$ cat config.mk
export PLATFORM = sky130hd
export DESIGN_NAME = armleo_regfile_reader_flat
export DESIGN_NICKNAME = d
export VERILOG_FILES = /design/src/rtl/armleo_regfile_reader_if.sv /design/src/rtl/armleo_regfile_reader.sv /design/src/flat_wrapper.sv
export SDC_FILE = /design/constraint.sdc
export NUM_CORES = 1
export LEC_CHECK = 0
export ABC_AREA = 1
export CORE_ASPECT_RATIO = 0.5
export CORE_MARGIN = 3
export CORE_UTILIZATION = 45
export DETAILED_ROUTE_END_ITERATION = 16
export GPL_ROUTABILITY_DRIVEN = 0
export PLACE_DENSITY = 0.87
export SLEW_MARGIN = 20
export SYNTH_ARGS = -nofsm -noshare
export SYNTH_HDL_FRONTEND = slang
export SYNTH_SLANG_ARGS = --single-unit
$ cat constraint.sdc
create_clock -name clk -period 2.6 [get_ports clk]
set_input_delay 0.65 -clock clk [delete_from_list [all_inputs] [get_ports clk]]
set_output_delay 0.65 -clock clk [all_outputs]
set_load 0.03 [all_outputs]
$ cat src/rtl/armleo_regfile_reader_if.sv
// Operand-read request/response bundle between the requester and armleo_regfile_reader.
interface armleo_regfile_reader_if #(
  parameter int WIDTH      = 32,
  parameter int DEPTH_LOG2 = 5
);
  logic                  req_valid;
  logic                  req_ready;
  logic [DEPTH_LOG2-1:0] req_rs1_addr;
  logic [DEPTH_LOG2-1:0] req_rs2_addr;
  logic                  rsp_valid;
  logic                  rsp_ready;
  logic [WIDTH-1:0]      rsp_rs1_data;
  logic [WIDTH-1:0]      rsp_rs2_data;

  modport master (
    output req_valid, req_rs1_addr, req_rs2_addr, rsp_ready,
    input  req_ready, rsp_valid, rsp_rs1_data, rsp_rs2_data
  );

  modport slave (
    input  req_valid, req_rs1_addr, req_rs2_addr, rsp_ready,
    output req_ready, rsp_valid, rsp_rs1_data, rsp_rs2_data
  );
endinterface

$ cat src/rtl/armleo_regfile_reader.sv
// Two-operand register file reader with a one-entry response stage and x0 masking.
// Define ARMLEO_REGFILE_READER_BYPASS_EN to forward/snoop regfile writes into pending operands.
module armleo_regfile_reader #(
  parameter int WIDTH      = 32,
  parameter int DEPTH_LOG2 = 5
) (
  input  logic                  clk,
  input  logic                  rst,
  armleo_regfile_reader_if.slave bus,
  output logic                  rs1_read,
  output logic                  rs2_read,
  output logic [DEPTH_LOG2-1:0] rs1_addr,
  output logic [DEPTH_LOG2-1:0] rs2_addr,
  input  logic [WIDTH-1:0]      rs1_rdata,
  input  logic [WIDTH-1:0]      rs2_rdata,
  input  logic                  wr_write,
  input  logic [DEPTH_LOG2-1:0] wr_addr,
  input  logic [WIDTH-1:0]      wr_wdata
);

  typedef enum logic [1:0] {IDLE, DATA, HOLD} state_t;

  state_t state_reg;
  logic   rsp_valid_int;
  logic   accept;

  logic [1:0][DEPTH_LOG2-1:0] req_addr;
  logic [1:0][WIDTH-1:0]      rdata;
  logic [1:0][WIDTH-1:0]      rsp_data;

  // Reset gates the response so no handshake can complete in a reset cycle.
  assign rsp_valid_int = !rst && (state_reg != IDLE);
  assign bus.rsp_valid = rsp_valid_int;
  assign bus.req_ready = !rst && (!rsp_valid_int || bus.rsp_ready);
  assign accept        = bus.req_valid && bus.req_ready;

  assign rs1_read = accept;
  assign rs2_read = accept;
  assign rs1_addr = bus.req_rs1_addr;
  assign rs2_addr = bus.req_rs2_addr;

  assign req_addr[0] = bus.req_rs1_addr;
  assign req_addr[1] = bus.req_rs2_addr;
  assign rdata[0]    = rs1_rdata;
  assign rdata[1]    = rs2_rdata;

  assign bus.rsp_rs1_data = rsp_data[0];
  assign bus.rsp_rs2_data = rsp_data[1];

`ifndef ARMLEO_REGFILE_READER_BYPASS_EN
  logic unused_wr;
  assign unused_wr = ^{wr_write, wr_addr, wr_wdata};
`endif

  genvar gi;
  generate
    for (gi = 0; gi < 2; gi++) begin : g_op
      logic [DEPTH_LOG2-1:0] addr_reg;
      logic [WIDTH-1:0]      hold_reg;
      logic [WIDTH-1:0]      data_cur;

`ifdef ARMLEO_REGFILE_READER_BYPASS_EN
      logic             byp_valid_reg;
      logic [WIDTH-1:0] byp_data_reg;
      logic             req_hit;
      logic             snoop_hit;

      // req_hit forwards a write racing the read; snoop_hit tracks writes after accept.
      assign req_hit   = wr_write && (wr_addr != '0) && (wr_addr == req_addr[gi]);
      assign snoop_hit = wr_write && (wr_addr != '0) && (wr_addr == addr_reg);
      assign data_cur  = (addr_reg == '0) ? '0 :
                         (byp_valid_reg ? byp_data_reg : rdata[gi]);

      always_ff @(posedge clk) begin
        if (rst) begin
          addr_reg      <= '0;
          hold_reg      <= '0;
          byp_valid_reg <= 1'b0;
          byp_data_reg  <= '0;
        end else begin
          if (accept) begin
            addr_reg      <= req_addr[gi];
            byp_valid_reg <= req_hit;
            byp_data_reg  <= wr_wdata;
          end
          if (state_reg == DATA && !bus.rsp_ready)
            hold_reg <= snoop_hit ? wr_wdata : data_cur;
          else if (state_reg == HOLD && snoop_hit)
            hold_reg <= wr_wdata;
        end
      end
`else
      assign data_cur = (addr_reg == '0) ? '0 : rdata[gi];

      always_ff @(posedge clk) begin
        if (rst) begin
          addr_reg <= '0;
          hold_reg <= '0;
        end else begin
          if (accept)
            addr_reg <= req_addr[gi];
          if (state_reg == DATA && !bus.rsp_ready)
            hold_reg <= data_cur;
        end
      end
`endif

      assign rsp_data[gi] = rst                 ? '0       :
                            (state_reg == DATA) ? data_cur :
                            (state_reg == HOLD) ? hold_reg : '0;
    end
  endgenerate

  always_ff @(posedge clk) begin
    if (rst) begin
      state_reg <= IDLE;
    end else if (accept) begin
      state_reg <= DATA;
    end else begin
      case (state_reg)
        IDLE:    state_reg <= IDLE;
        DATA:    state_reg <= bus.rsp_ready ? IDLE : HOLD;
        HOLD:    state_reg <= bus.rsp_ready ? IDLE : HOLD;
        default: state_reg <= IDLE;
      endcase
    end
  end

endmodule

$ cat src/flat_wrapper.sv
// flat-port wrapper written by rule: the top's interface ports become plain ports
module armleo_regfile_reader_flat 
#(
  parameter int WIDTH      = 32,
  parameter int DEPTH_LOG2 = 5
)
  (clk, rst, rs1_read, rs2_read, rs1_addr, rs2_addr, rs1_rdata, rs2_rdata, wr_write, wr_addr, wr_wdata, bus_req_valid, bus_req_rs1_addr, bus_req_rs2_addr, bus_rsp_ready, bus_req_ready, bus_rsp_valid, bus_rsp_rs1_data, bus_rsp_rs2_data);
  armleo_regfile_reader_if #(.WIDTH(WIDTH), .DEPTH_LOG2(DEPTH_LOG2)) bus_i ();
  input  logic clk;
  input  logic rst;
  output logic rs1_read;
  output logic rs2_read;
  output logic [DEPTH_LOG2-1:0] rs1_addr;
  output logic [DEPTH_LOG2-1:0] rs2_addr;
  input  logic [WIDTH-1:0] rs1_rdata;
  input  logic [WIDTH-1:0] rs2_rdata;
  input  logic wr_write;
  input  logic [DEPTH_LOG2-1:0] wr_addr;
  input  logic [WIDTH-1:0] wr_wdata;
  input wire logic [$bits(bus_i.req_valid)-1:0] bus_req_valid;
  input wire logic [$bits(bus_i.req_rs1_addr)-1:0] bus_req_rs1_addr;
  input wire logic [$bits(bus_i.req_rs2_addr)-1:0] bus_req_rs2_addr;
  input wire logic [$bits(bus_i.rsp_ready)-1:0] bus_rsp_ready;
  output wire logic [$bits(bus_i.req_ready)-1:0] bus_req_ready;
  output wire logic [$bits(bus_i.rsp_valid)-1:0] bus_rsp_valid;
  output wire logic [$bits(bus_i.rsp_rs1_data)-1:0] bus_rsp_rs1_data;
  output wire logic [$bits(bus_i.rsp_rs2_data)-1:0] bus_rsp_rs2_data;
  assign bus_i.req_valid = bus_req_valid;
  assign bus_i.req_rs1_addr = bus_req_rs1_addr;
  assign bus_i.req_rs2_addr = bus_req_rs2_addr;
  assign bus_i.rsp_ready = bus_rsp_ready;
  assign bus_req_ready = bus_i.req_ready;
  assign bus_rsp_valid = bus_i.rsp_valid;
  assign bus_rsp_rs1_data = bus_i.rsp_rs1_data;
  assign bus_rsp_rs2_data = bus_i.rsp_rs2_data;
  armleo_regfile_reader #(.WIDTH(WIDTH), .DEPTH_LOG2(DEPTH_LOG2)) u_core (.clk(clk), .rst(rst), .bus(bus_i), .rs1_read(rs1_read), .rs2_read(rs2_read), .rs1_addr(rs1_addr), .rs2_addr(rs2_addr), .rs1_rdata(rs1_rdata), .rs2_rdata(rs2_rdata), .wr_write(wr_write), .wr_addr(wr_addr), .wr_wdata(wr_wdata));
endmodule
==> impl_results.md, run 1 <==
- Final Power: 3200 uW
- Area of the multi-input gates: 2170 sq um
- Cell seen most often among critical-path stages: clkdlybuf4s50_1
- First-pass GRT wire length: 19400 microns
- Worst slew pin tran: 509 ps
- Dpl hpwl: 7980 microns
- Pre-CTS setup slack: 6.93 ps
- CP endpoint kind: primary output
- Overall Global Routing Usage: 0.224
- Max Freq: 403 MHz
- Worst r2r src: u_core.state_reg[1]
- HP Start: u_core.g_op[0].addr_reg[0]
- Setup CP Type: input port to primary output
- Avg WL per Cell: 13.6 microns
- Max FFs per register: 64
- Nets: 885
- Finished Layout Cells: 882
- FF-to-FF setup slack: 720 ps
- Routed WL: 12000 microns
- CTS max path bufs: 2
- VDD IR-drop max: 0.000396 V
- Initial DRC count: 281
- Clk sinks: 76
- Layout cell share with drive strength beyond 1: 0.144
- Clk slew on worst S/H paths: 50 ps
- Syn Nets: 767
- Placement Rows: 23
- Slew Limit Fails: 0
- FF/Latch Area: 1520 sq um
- Vias in the first global route: 4243
- Seq/Total Area, Yosys: 0.370
- Largest net degree at the start of global routing: 129
- Htree depth: 3
- Critical path's top delay family: buffers and inverters
- Worst-path fanout max: 2
- Area growth from synthesis to layout: 43.5%
- CP required: 1950 ps
- Ys Warns: 0
- Power per standard cell area: 542 nW/um^2
- PortBufs: 155
- Run status: finished, final reports clean
- Clk_skew: 3.41 ps
- Post-Syn Area: 4110 sq um
- Pleak: 0.00278 uW
- Tcrit/Tclk final: 0.953
- Design Area, Final: 5900 sq um
- Num CTS Buffers: 9
- HP Class: register to register
- Critical Path Start: bus_req_rs2_addr[4]
- Clk_lat worst skew: 320 ps
- Most frequent cells in the layout: nand2_1, a21oi_1, clkdlybuf4s50_1
- Slowest stage cell on the critical path: clkdlybuf4s50_1
- ANT nets after route: 0
- CTS root buf: clkbuf_16
- Placed Instances: 865
- Reg2Reg Depth: 8
- # hold bufs at CTS: 0
- Yosys reg bits: 76
- Grt total ovfl: 0
- Minimum clock period: 2480 ps
- Core footprint: 8430 sq um
- TritonCTS clock tree: done
- DIE WIDTH: 141 microns
- Via count: 4548
- Worst setup SP type: input port
- Stages on the worst setup path: 2
- FILL cells: 698
- DRC: 0
- Synth unique cells: 17
- Placed inst area: 5550 sq um
- Worst R2R End: u_core.g_op[0].hold_reg[10]
- Synth Instances: 648
- Setup tns final: 0 ps
- Crit path cell chain: clkdlybuf4s50_1, clkdlybuf4s50_1
- Worst Setup Slack, final: 121 ps
- Final hold vios: 0
- # diodes: 0
- Initial antenna violation count: 0
- Post-Syn Area per Cell: 6.34 sq um
- RSZ-0062 raised after global routing: false
- CP max stage delay: 690 ps
- Last element of the critical path: rs2_addr[4]
- Ports: 194
- Maxcap violations: 0
- Die area: 10400 sq um
- Arr. time, crit path: 1830 ps
- Initial Util: 0.487
- Final count of negative-setup-slack endpoints: 0
- CP Buf/Inv Count: 2
- Vias per cell: 5.16
- Slew headroom: 0.661
- Most common cell after layout, fill and taps aside: nand2_1
- Initial DRT Pass Iterations: 5
- Chip Height: 73.6 microns
[worst min-delay path by stage]
stage	endpoint	slack [ps]	cells after the start
2_1_floorplan	u_core.g_op[0].addr_reg[3]	440	2
3_3_place_gp	u_core.g_op[0].addr_reg[2]	450	2
3_5_place_dp	u_core.g_op[1].addr_reg[1]	460	2
4_1_cts	u_core.g_op[1].addr_reg[1]	470	2
5_1_grt	u_core.g_op[1].addr_reg[1]	490	2
6_report	u_core.g_op[0].addr_reg[0]	470	2
[metal layers]
metal,share of wire,wire [microns],vias to the layer above,global-route usage
li1,-,-,2337,-
met1,0.44,5250,2056,0.276
met2,0.49,5940,137,0.403
met3,0.053,638,18,0.0455
met4,0.014,171,0,0.0612
met5,0,0,-,0
[synthesized netlist by cell type]
cell      instances  area [sq um]
buf_2            43           215
inv_1             9          33.8
ha_1              3          37.5
buf_1             5          18.8
nand4_1           1          6.26
buf_4            12          90.1
buf_6             7          78.8
inv_2             2          7.51
nand2_1         276          1040
nand3_1          11          55.1
o21ai_1          57           285
o21ai_0           9          45.0
nor2_1            5          18.8
clkbuf_1          2          7.51
dfxtp_1          76          1520
nor2_2            1          6.26
a21oi_1         129           646
[tightest hold or removal path: cells and delay by family, from the launching register on]
family           cells  cell delay [ps]
flip-flops           1              310
AND/OR/NAND/NOR      2              110
[report_power, final]
part	total [uW]	switching [uW]	internal [uW]
registers	1260	32.4	1230
logic	806	471	335
clock network	1130	438	690
[cell families after synthesis]
family                   Yosys count  share of synthesized area
AND/OR/NAND/NOR                  294                      0.273
AO/OA/AOI/OAI                    195                      0.238
buffers and inverters             80                      0.110
flip-flops                        76                      0.370
adder cells (fa/ha/maj)            3                    0.00914
[repair_timing]
| item | CTS | global route |
|---|---|---|
| endpoints found under the setup margin | 2 | 49 |
| gates resized for setup | 3 | 8 |
| cloned | 0 | 1 |
| buffers inserted | 0 | 1 |
[metrics by stage]
stage                util  hold slack [ps]
floorplan               -              436
global placement    0.658              453
detailed placement  0.658              459
CTS                 0.691              469
global route        0.699              492
finish              0.699              467
[final cells by class]
cell class | count | area share
flip-flops and latches | 76 | 0.258
well taps | 112 | 0.0238
clock inverters | 2 | 0.00170
inverters | 11 | 0.00743
clock buffers | 13 | 0.0441
repair buffers | 176 | 0.297
multi-input cells | 492 | 0.368
No activity file was read; power rests on OpenSTA's default activity.
==> run 2: changes to the inputs <==
Settings changed: CORE_MARGIN 3 to 2, SLEW_MARGIN 20 to 10.
==> run 2 against run 1 <==
Combinational power is 3.0% lower. Total power up 1.7%. Final cell count is 0.79% higher. Sequential power about the same. Fmax decreased by 1.1%. Final area down 1.7%. Non-clock buffer count up 2.
==> impl_results.md, run 2 (synthesized netlist as in run 1, its figures left out) <==
- Via count: 4579 (+0.68%)
- Die area: 9960 sq um (-4.1%)
- Ports: 194 (unchanged)
- Core footprint: 8800 sq um (+4.3%)
- Most frequent cells in the layout: nand2_1, a21oi_1, clkdlybuf4s50_1
- Maxcap violations: 0 (unchanged)
- Critical path's top delay family: buffers and inverters
- Worst hold path cell count: 2 (unchanged)
- Chip Height: 71.6 microns (-2.7%)
- Routed WL: 11600 microns (-3.7%)
- Met3 usage: 0.0508 (+0.00529)
- Hold Slack: 464 ps (-3.65 ps)
- Initial Util: 0.467 (-0.0203)
- HP Class: register to register
- Layout cell share with drive strength beyond 1: 0.140 (-0.00426)
- Met1 Track Usage GR: 0.273 (-0.00288)
- Largest net degree at the start of global routing: 91 (-29%)
- CTS max path bufs: 2 (unchanged)
- TritonCTS clock tree: done
- Num CTS Buffers: 9 (unchanged)
- CP endpoint kind: primary output
- Hold Path End: u_core.g_op[1].addr_reg[2]
- Clk slew on worst S/H paths: 50 ps (about the same)
- Final hold vios: 0 (unchanged)
- Slowest stage cell on the critical path: dfxtp_1
- Arr. time, crit path: 1860 ps (+30 ps)
- HP Start: u_core.g_op[1].addr_reg[2]
- Run status: finished, final reports clean
- Initial antenna violation count: 0 (unchanged)
- Final count of negative-setup-slack endpoints: 0 (unchanged)
- Reg2Reg Depth: 7 (-1)
- Worst Setup Slack, final: 94.0 ps (-27.1 ps)
- Setup CP Type: register to primary output
- Worst setup SP type: register
- Most Used Layer, Global Route: met2
- Pleak: 0.00275 uW (-0.91%)
- Placed inst area: 5460 sq um (-1.6%)
- Worst-path fanout max: 64 (+62)
- DRC: 0 (unchanged)
- Placement Rows: 24 (+4.3%)
- Htree depth: 3 (unchanged)
- PortBufs: 155 (unchanged)
- Clk sinks: 76 (unchanged)
- Overall Global Routing Usage: 0.234 (+0.00987)
- Nets: 887 (+0.23%)
- RSZ-0062 raised after global routing: false
- Crit path cell chain: inv_1, ha_2, buf_12, nand2_1, nand2_1, nand2_1, a21oi_1, buf_4
- ANT nets after route: 0 (unchanged)
- Clk_lat worst skew: 330 ps (about the same)
- Worst R2R End: u_core.g_op[0].hold_reg[5]
- Most common cell after layout, fill and taps aside: nand2_1
- Tcrit/Tclk final: 0.964 (+0.0104)
- Met2 Use GR: 0.414 (+0.0111)
- Minimum clock period: 2510 ps (+27.1 ps)
- Dpl hpwl: 7490 microns (-6.1%)
- Worst r2r src: u_core.state_reg[1]
- CP Buf/Inv Count: 3 (+1)
- Placed Instances: 872 (+0.81%)
- # hold bufs at CTS: 0 (unchanged)
- Area growth from synthesis to layout: 41.0%
- Vias per cell: 5.15 (-0.11%)
- VDD IR-drop max: 0.000332 V (-16%)
- Initial DRC count: 318 (+13%)
- Max FFs per register: 64 (unchanged)
- Vias in the first global route: 4494 (+5.9%)
- CP max stage delay: 310 ps (-380 ps)
- FF-to-FF setup slack: 1050 ps (+330 ps)
- Final Power: 3250 uW (+1.7%)
- Design Area, Final: 5790 sq um (-1.7%)
- Slew headroom: 0.677 (+0.0163)
- # diodes: 0 (unchanged)
- First-pass GRT wire length: 19400 microns (-0.18%)
- Slew Limit Fails: 0 (unchanged)
- Grt total ovfl: 0 (unchanged)
- Cell seen most often among critical-path stages: nand2_1
- Avg WL per Cell: 13.0 microns (-4.4%)
- Max Freq: 399 MHz (-1.1%)
- Clk_skew: 3.51 ps (+0.103 ps)
- Pre-CTS setup slack: -11.0 ps (-17.9 ps)
- DIE WIDTH: 139 microns (-1.4%)
- Power per standard cell area: 561 nW/um^2 (+3.5%)
- Initial DRT Pass Iterations: 4 (-1)
- CTS root buf: clkbuf_16
- CP required: 1950 ps (about the same)
- Finished Layout Cells: 889 (+0.79%)
- Worst slew pin tran: 485 ps (-24.4 ps)
-- run 2: worst max-delay path by stage --
stage / start / endpoint / slack (ps) / cells after the start
floorplan: rst / bus_rsp_rs1_data[30] / 370 / 5
global placement: rst / rs1_read / 10 / 6
detailed placement: rst / rs2_read / -10 / 6
CTS: u_core.state_reg[1] / bus_rsp_rs2_data[19] / 40 / 8
global route: u_core.state_reg[1] / bus_rsp_rs2_data[12] / 10 / 8
finish: u_core.state_reg[0] / bus_rsp_rs1_data[6] / 90 / 8
-- run 2: where the power goes --
part / total (uW) / internal, uW / switching (uW)
registers: 1260 / 1230 / 31.2
logic: 782 / 318 / 464
clock network: 1210 / 763 / 445
-- run 2: layout make-up --
type	count	area, sq um
Fill cell	770	3010
Inverter	11	46.3
Clock inverter	2	35.0
Multi-Input combinational cell	492	2150
Clock buffer	13	250
Timing Repair Buffer	178	1650
Tap cell	117	146
Sequential cell	76	1520
-- run 2: stage by stage --
step | util | TNS (ps)
after floorplan | - | 0
after global placement | 0.620 | 0
after detailed placement | 0.620 | -18.8
after CTS | 0.658 | 0
after global routing | 0.658 | 0
final | 0.658 | 0
-- run 2: worst reg2reg max path, delay by kind of cell (launching register included) --
kind / cells / cell delay, ps
DFF: 1 / 310
AOI/OAI and AO/OA: 2 / 280
adders and majority gates: 1 / 190
and+or+nand+nor: 1 / 150
buffers and inverters: 3 / 550
-- run 2: what timing repair did --
item                       CTS  global route
buffers inserted             1             0
gates resized for setup      2             2
pin swaps                    0             0
setup endpoints to repair    2            26
cloned                       1             0
-- run 2: per-layer routing --
metal  share of wire  routed length (microns)  up-vias
met1            0.43                     4960     2075
met3           0.055                      637       27
li1                -                        -     2342
met2            0.49                     5660      135
met5               0                        0        -
met4           0.027                      307        0
==> edit 1, RTL diff (config.mk and constraints of run 1) <==
`DEPTH_LOG2` is set to 5 in 3 places; all go to 6.
--- a/src/rtl/armleo_regfile_reader_if.sv
+++ b/src/rtl/armleo_regfile_reader_if.sv
@@ -1,7 +1,7 @@
 // Operand-read request/response bundle between the requester and armleo_regfile_reader.
 interface armleo_regfile_reader_if #(
   parameter int WIDTH      = 32,
-  parameter int DEPTH_LOG2 = 5
+  parameter int DEPTH_LOG2 = 6
 );
   logic                  req_valid;
   logic                  req_ready;
--- a/src/rtl/armleo_regfile_reader.sv
+++ b/src/rtl/armleo_regfile_reader.sv
@@ -2,7 +2,7 @@
 // Define ARMLEO_REGFILE_READER_BYPASS_EN to forward/snoop regfile writes into pending operands.
 module armleo_regfile_reader #(
   parameter int WIDTH      = 32,
-  parameter int DEPTH_LOG2 = 5
+  parameter int DEPTH_LOG2 = 6
 ) (
   input  logic                  clk,
   input  logic                  rst,
--- a/src/flat_wrapper.sv
+++ b/src/flat_wrapper.sv
@@ -2,7 +2,7 @@
 module armleo_regfile_reader_flat 
 #(
   parameter int WIDTH      = 32,
-  parameter int DEPTH_LOG2 = 5
+  parameter int DEPTH_LOG2 = 6
 )
   (clk, rst, rs1_read, rs2_read, rs1_addr, rs2_addr, rs1_rdata, rs2_rdata, wr_write, wr_addr, wr_wdata, bus_req_valid, bus_req_rs1_addr, bus_req_rs2_addr, bus_rsp_ready, bus_req_ready, bus_rsp_valid, bus_rsp_rs1_data, bus_rsp_rs2_data);
   armleo_regfile_reader_if #(.WIDTH(WIDTH), .DEPTH_LOG2(DEPTH_LOG2)) bus_i ();
Interface: changed (5 resized); port bits go from 194 to 199. The function was not compared with the original's and may differ.
==> edit 1 against run 1 <==
  * Synthesized area increased by 2.0%
  * Maximum frequency is 0.23% lower
  * Largest power group unchanged
  * Sequential power up 3%
  * Combinational power rose by 0.5%
  * Register-to-register slack improved by 0.16 ns
  * Critical path type unchanged
  * Via count is 3.1% higher
  * Routed wire length grew 0.58%
  * Total power is 2.8% higher
  * Critical endpoint is now rs2_addr[0]
  * Sequential cell count increased by 2
  * Final area up 1.5%
  * Utilization fell by 2.6 points
  * Worst setup slack lost 0.0058 ns
==> edit 1: results (changes against run 1) <==
- The number of cells traversed by the worst register-to-register path is 7 (-1).
- The detailed-router iteration count before antenna repair is 4 (-1).
- The pin count of the biggest net entering global routing is 129 (unchanged).
- The number of nets in the finished design is 903 (+2.0%).
- The fraction of final layout cells sized beyond drive strength 1 was 0.1438 (-0.0003899).
- The met2 routed wirelength is 6066 µm (+2.1%).
- Of all cell types, the one taking the most synthesized area is sky130_fd_sc_hd__dfxtp_1.
- The post-route minimum period is 2.485 ns (+0.005813 ns).
- The clock root buffer is sky130_fd_sc_hd__clkbuf_16.
- The global-route wire length before repair came to 19000 µm (-2.0%).
- The via density per instance is 5.190 (+0.66%).
- The via count of the first global-routing pass is 4268 (+0.59%).
- Clock-pin slew was measured on the worst setup and hold paths at 0.06 ns.
- The number of warnings printed during yosys synthesis is 0 (unchanged).
- By area the synthesized netlist is led by sky130_fd_sc_hd__dfxtp_1 37%, sky130_fd_sc_hd__nand2_1 25%, sky130_fd_sc_hd__a21oi_1 15%.
- The detailed router's first-iteration violation count is 314 (+12%).
- The mean cell area of the mapped netlist came to 6.360 µm² (+0.31%).
- The total via count after detailed routing is 4687 (+3.1%).
- The switching power is 964.9 µW (+2.4%).
- The largest individual stage delay along the critical path comes from the cell sky130_fd_sc_hd__clkdlybuf4s50_1.
- The maximum clock skew at final layout is 0.005169 ns (+0.001758 ns).
- The total wire length is 12070 µm (+0.58%).
- The register-to-register path setup slack is 0.88 ns (+0.16 ns).
- The pre-CTS setup slack is -0.01624 ns (-0.02317 ns).
- The termination of the worst setup path is rs2_addr[0].
- The source of the critical timing path is bus_req_rs2_addr[0].
- Signal routing reaches up to met4.
- The cell leakage power was 0.002840 µW (+2.3%).
- The number of distinct library cell variants in the gate-level netlist after synthesis came to 18 (+1).
- The launch instance of the worst min-delay path is u_core.g_op[1].addr_reg[5].
- The flip-flop count of the largest register after layout is 64 (unchanged).
- The worst slew slack as a fraction of its limit was 0.6633 (+0.002807).
- The half-perimeter wire length of the detailed placement result is 7812 µm (-2.1%).
- The share of the yosys chip area belonging to registers was 0.3725 (+0.002257).
- The worst hold path terminates at u_core.g_op[1].addr_reg[5].
- The flow ran to the end, and the final reports show no timing, DRC or antenna violations.
- The startpoint identified for the worst register-to-register timing path is u_core.state_reg[1].
- The area after detailed placement is 5632 µm² (+1.5%).
- The worst hold-check slack is 0.4606 ns (-0.006872 ns).
- The count of port buffers added during placement was 159 (+2.6%).
- The synthesized netlist net count is 781 (+1.8%).
- The amount of wire on met3 after detailed routing is 529 µm (-17%).
- The worst reg2reg path endpoint is u_core.g_op[0].hold_reg[10].
- The share of async-settable or async-resettable flops after synthesis was 0 (unchanged).
- The wire length on met1 is 5260 µm (+0.19%).
- At the later pin of the worst-skew pair, clock insertion delay measures 0.33 ns.
- The maximum VDD drop was 0.3277 mV (-17%).
- The number of H-tree levels is 3 (unchanged).
- The number of cells in the design after placement came to 883 (+2.1%).
- By count the netlist is led by 281 x sky130_fd_sc_hd__nand2_1, 129 x sky130_fd_sc_hd__a21oi_1, 78 x sky130_fd_sc_hd__dfxtp_1.
- The global-route usage over all layers came to 0.2152 (-0.008412).
edit 1: changes by cell type after synthesis:
cell                       delta
sky130_fd_sc_hd__o21ai_0      -1
sky130_fd_sc_hd__nor2_1       +2
sky130_fd_sc_hd__o21ai_1      -1
sky130_fd_sc_hd__nand3_1      +3
sky130_fd_sc_hd__inv_1        -3
sky130_fd_sc_hd__clkbuf_1     +4
sky130_fd_sc_hd__nand2_1      +5
sky130_fd_sc_hd__buf_4        +4
sky130_fd_sc_hd__dfxtp_1      +2
sky130_fd_sc_hd__nand3_2      +1
sky130_fd_sc_hd__buf_2        -5
sky130_fd_sc_hd__buf_6        -1
sky130_fd_sc_hd__inv_2        +1
edit 1: repair_timing:
action	in CTS	in global routing
endpoints found under the hold margin	0	0
setup endpoints to repair	38	61
gates cloned	0	2
buffers inserted	0	2
resized for setup	2	6
edit 1: layout make-up:
class / instances / area [µm²]
Clock buffer: 16 / 281.5
Fill cell: 740 / 2904
Inverter: 9 / 43.79
Multi-Input combinational cell: 501 / 2198
Sequential cell: 78 / 1562
Tap cell: 117 / 146.4
Timing Repair Buffer: 181 / 1748
Timing Repair inverter: 1 / 5.005
edit 1: power groups by stage:
stage / logic [µW] / registers (µW) / clock network [µW]
after floorplan: 496 / 1310 / 0
final: 810 / 1300 / 1180
after global routing: 884 / 1300 / 1250
after detailed placement: 795 / 1320 / 0
after CTS: 800 / 1300 / 1210
after global placement: 780 / 1320 / 0
edit 1: metal layers:
layer  track usage  vias up
met4       0.06322        0
met5             0        -
met2        0.4012      131
met1        0.2547     2147
met3       0.04496       20
li1              -     2389
edit 1: kinds of logic after synthesis:
kind of cell    synth area share
buf+inv                   0.1081
simple gates              0.2800
fa+ha+maj               0.008956
compound gates            0.2304
flops                     0.3725
==> edit 2, RTL diff (config.mk and constraints of run 1) <==
Made on the original files. The 3 states of `state_t` get a one-hot encoding in 3 bits.
--- a/src/rtl/armleo_regfile_reader.sv
+++ b/src/rtl/armleo_regfile_reader.sv
@@ -18,7 +18,7 @@
   input  logic [WIDTH-1:0]      wr_wdata
 );
 
-  typedef enum logic [1:0] {IDLE, DATA, HOLD} state_t;
+  typedef enum logic [2:0] {IDLE = 3'b001, DATA = 3'b010, HOLD = 3'b100} state_t;
 
   state_t state_reg;
   logic   rsp_valid_int;
Formal check against the unedited RTL: no difference found for any inputs over 10 cycles, from zero or initial values and one cycle with rst high; not proved beyond that.
==> edit 2 against run 1 <==
  * Synthesized area is 8.3% higher
  * Sequential share of layout area is 0.50 points lower
  * Routed wire length is 4.4% higher
  * Final area is 3.3% higher
  * Worst setup slack hardly changed
  * First-iteration DRC count is 15% higher
  * Cell count is 12% higher
  * Sequential cell count is 1 higher
  * Critical endpoint is now rs1_addr[2]
  * Global-route usage is 0.36 points lower
  * Total power is 6.7% lower
==> edit 2: results (changes against run 1) <==
- The global-route wire length before repair is 21130 µm (+9.0%).
- The detailed router's first-iteration violation count came to 323 (+15%).
- On the critical path the largest part of the delay comes from buffers and inverters.
- The number of distinct library cell variants in the gate-level netlist after synthesis is 15 (-2).
- The cell leakage power was 0.002759 µW (-0.66%).
- The register-to-register path setup slack is 0.90 ns (+0.18 ns).
- The maximum VDD drop is 0.3460 mV (-13%).
- The total wire length is 12520 µm (+4.4%).
- The pre-CTS setup slack is 0.1207 ns (+0.1137 ns).
- The global-route usage over all layers is 0.2201 (-0.003581).
- The number of cells traversed by the worst register-to-register path is 8 (unchanged).
- The remaining design rule violation count is 0 (unchanged).
- The multiplexer area fraction after synthesis is 0 (unchanged).
- The adder and majority gate portion of the synthesized area is 0 (-0.009135).
- The half-perimeter wire length of the detailed placement result is 8125 µm (+1.8%).
- The synthesized netlist net count is 853 (+11%).
- The insertion delay to the later sink of the worst-skew pair is 0.33 ns.
- The antenna diode count was 0 (unchanged).
- The flow ran to the end, and the final reports show no timing, DRC or antenna violations.
- The depth of the worst hold-timing path is 4 (+2).
- The worst register-to-register path ends at u_core.g_op[1].hold_reg[28].
- The share of async-settable or async-resettable flops after synthesis is 0 (unchanged).
- The number of warnings printed during yosys synthesis is 0 (unchanged).
- The xor/xnor share of the synthesized area is 0 (unchanged).
- The number of nets in the finished design was 965 (+9.0%).
- The share of the synthesized area in compound gates (AO/OA/AOI/OAI) is 0.1462 (-0.09132).
- The total via count after detailed routing is 4897 (+7.7%).
- The maximum clock skew at final layout is 0.005967 ns (+0.002556 ns).
- The launch instance of the worst min-delay path is u_core.g_op[1].hold_reg[11].
- The via count of the first global-routing pass is 4690 (+11%).
- The total of fill cells in the finished design is 828 (+19%).
- The worst hold path terminates at u_core.g_op[1].hold_reg[11].
- The worst slew slack as a fraction of its limit came to 0.5674 (-0.09307).
- The startpoint identified for the worst register-to-register timing path is u_core.state_reg[1].
- The pin count of the biggest net entering global routing came to 71 (-45%).
- By count the netlist is led by 217 x sky130_fd_sc_hd__nand2_1, 129 x sky130_fd_sc_hd__a21oi_1, 83 x sky130_fd_sc_hd__inv_1.
- The share of the yosys chip area belonging to registers came to 0.3464 (-0.02392).
- Yosys attributes the largest share of cell area to sky130_fd_sc_hd__dfxtp_1 35%, sky130_fd_sc_hd__nand2_1 18%, sky130_fd_sc_hd__a21oi_1 15%.
- The initial antenna violation count is 0 (unchanged).
- The fraction of final layout cells sized beyond drive strength 1 came to 0.1241 (-0.02003).
- The count of port buffers added during placement came to 155 (unchanged).
- The detailed-router iteration count before antenna repair is 4 (-1).
-- edit 2: kinds of logic after synthesis --
| kind of cell | after synthesis |
|---|---|
| and+or+nand+nor | 377 |
| AOI/OAI and AO/OA | 130 |
| buffers and inverters | 153 |
| DFF | 77 |
-- edit 2: per-layer routing --
metal	track usage	vias to the layer above	wire [µm]
met5	0	-	0
met4	0.07786	0	230
met3	0.04278	23	539
met2	0.4084	132	6334
met1	0.2521	2221	5418
li1	-	2521	-
-- edit 2: worst max path at each step --
stage	start	to	slack (ns)	cells past startpoint
2_1_floorplan	rst	bus_rsp_rs1_data[0]	0.42	3
3_3_place_gp	bus_req_rs1_addr[3]	rs1_addr[3]	0.15	2
3_5_place_dp	bus_req_rs2_addr[0]	rs2_addr[0]	0.12	2
4_1_cts	u_core.g_op[1].addr_reg[1]	bus_rsp_rs2_data[27]	0.05	6
5_1_grt	u_core.state_reg[2]	bus_rsp_rs2_data[27]	0.07	6
6_report	bus_req_rs1_addr[2]	rs1_addr[2]	0.12	2
-- edit 2: through the flow --
step | cell area, µm² | std cells | utilization | hold WS [ns] | power [µW]
finish | 6092 | 984 | 0.6652 | 0.5127 | 2984
CTS | 6081 | 984 | 0.6639 | 0.5134 | 3003
global route | 6092 | 984 | 0.6652 | 0.5361 | 3113
global placement | 5788 | 968 | 0.6320 | 0.5007 | 1769
detailed placement | 5788 | 968 | 0.6320 | 0.5028 | 1778
floorplan | 4451 | 737 | - | 0.4907 | 1548
-- edit 2: timing repair --
action	in CTS	in global routing
setup buffers	0	0
resized for setup	0	2
hold buffers	0	0
endpoints found under the setup margin	0	25
-- edit 2: final cells by class --
| class | count | area [µm²] | share of cell area |
|---|---|---|---|
| tap | 130 | 162.7 | 0.02670 |
| clock inverter | 5 | 50.05 | 0.008215 |
| sequential | 77 | 1541 | 0.2530 |
| multi-input combinational | 507 | 2221 | 0.3646 |
| inverter | 83 | 311.5 | 0.05114 |
| clock buffer | 11 | 242.7 | 0.03984 |
| timing repair buffer | 171 | 1563 | 0.2565 |
-- edit 2: power breakdown --
group	switching [µW]	internal (µW)	total, µW
registers	17.7	1210	1230
clock network	460	762	1220
logic	311	217	529
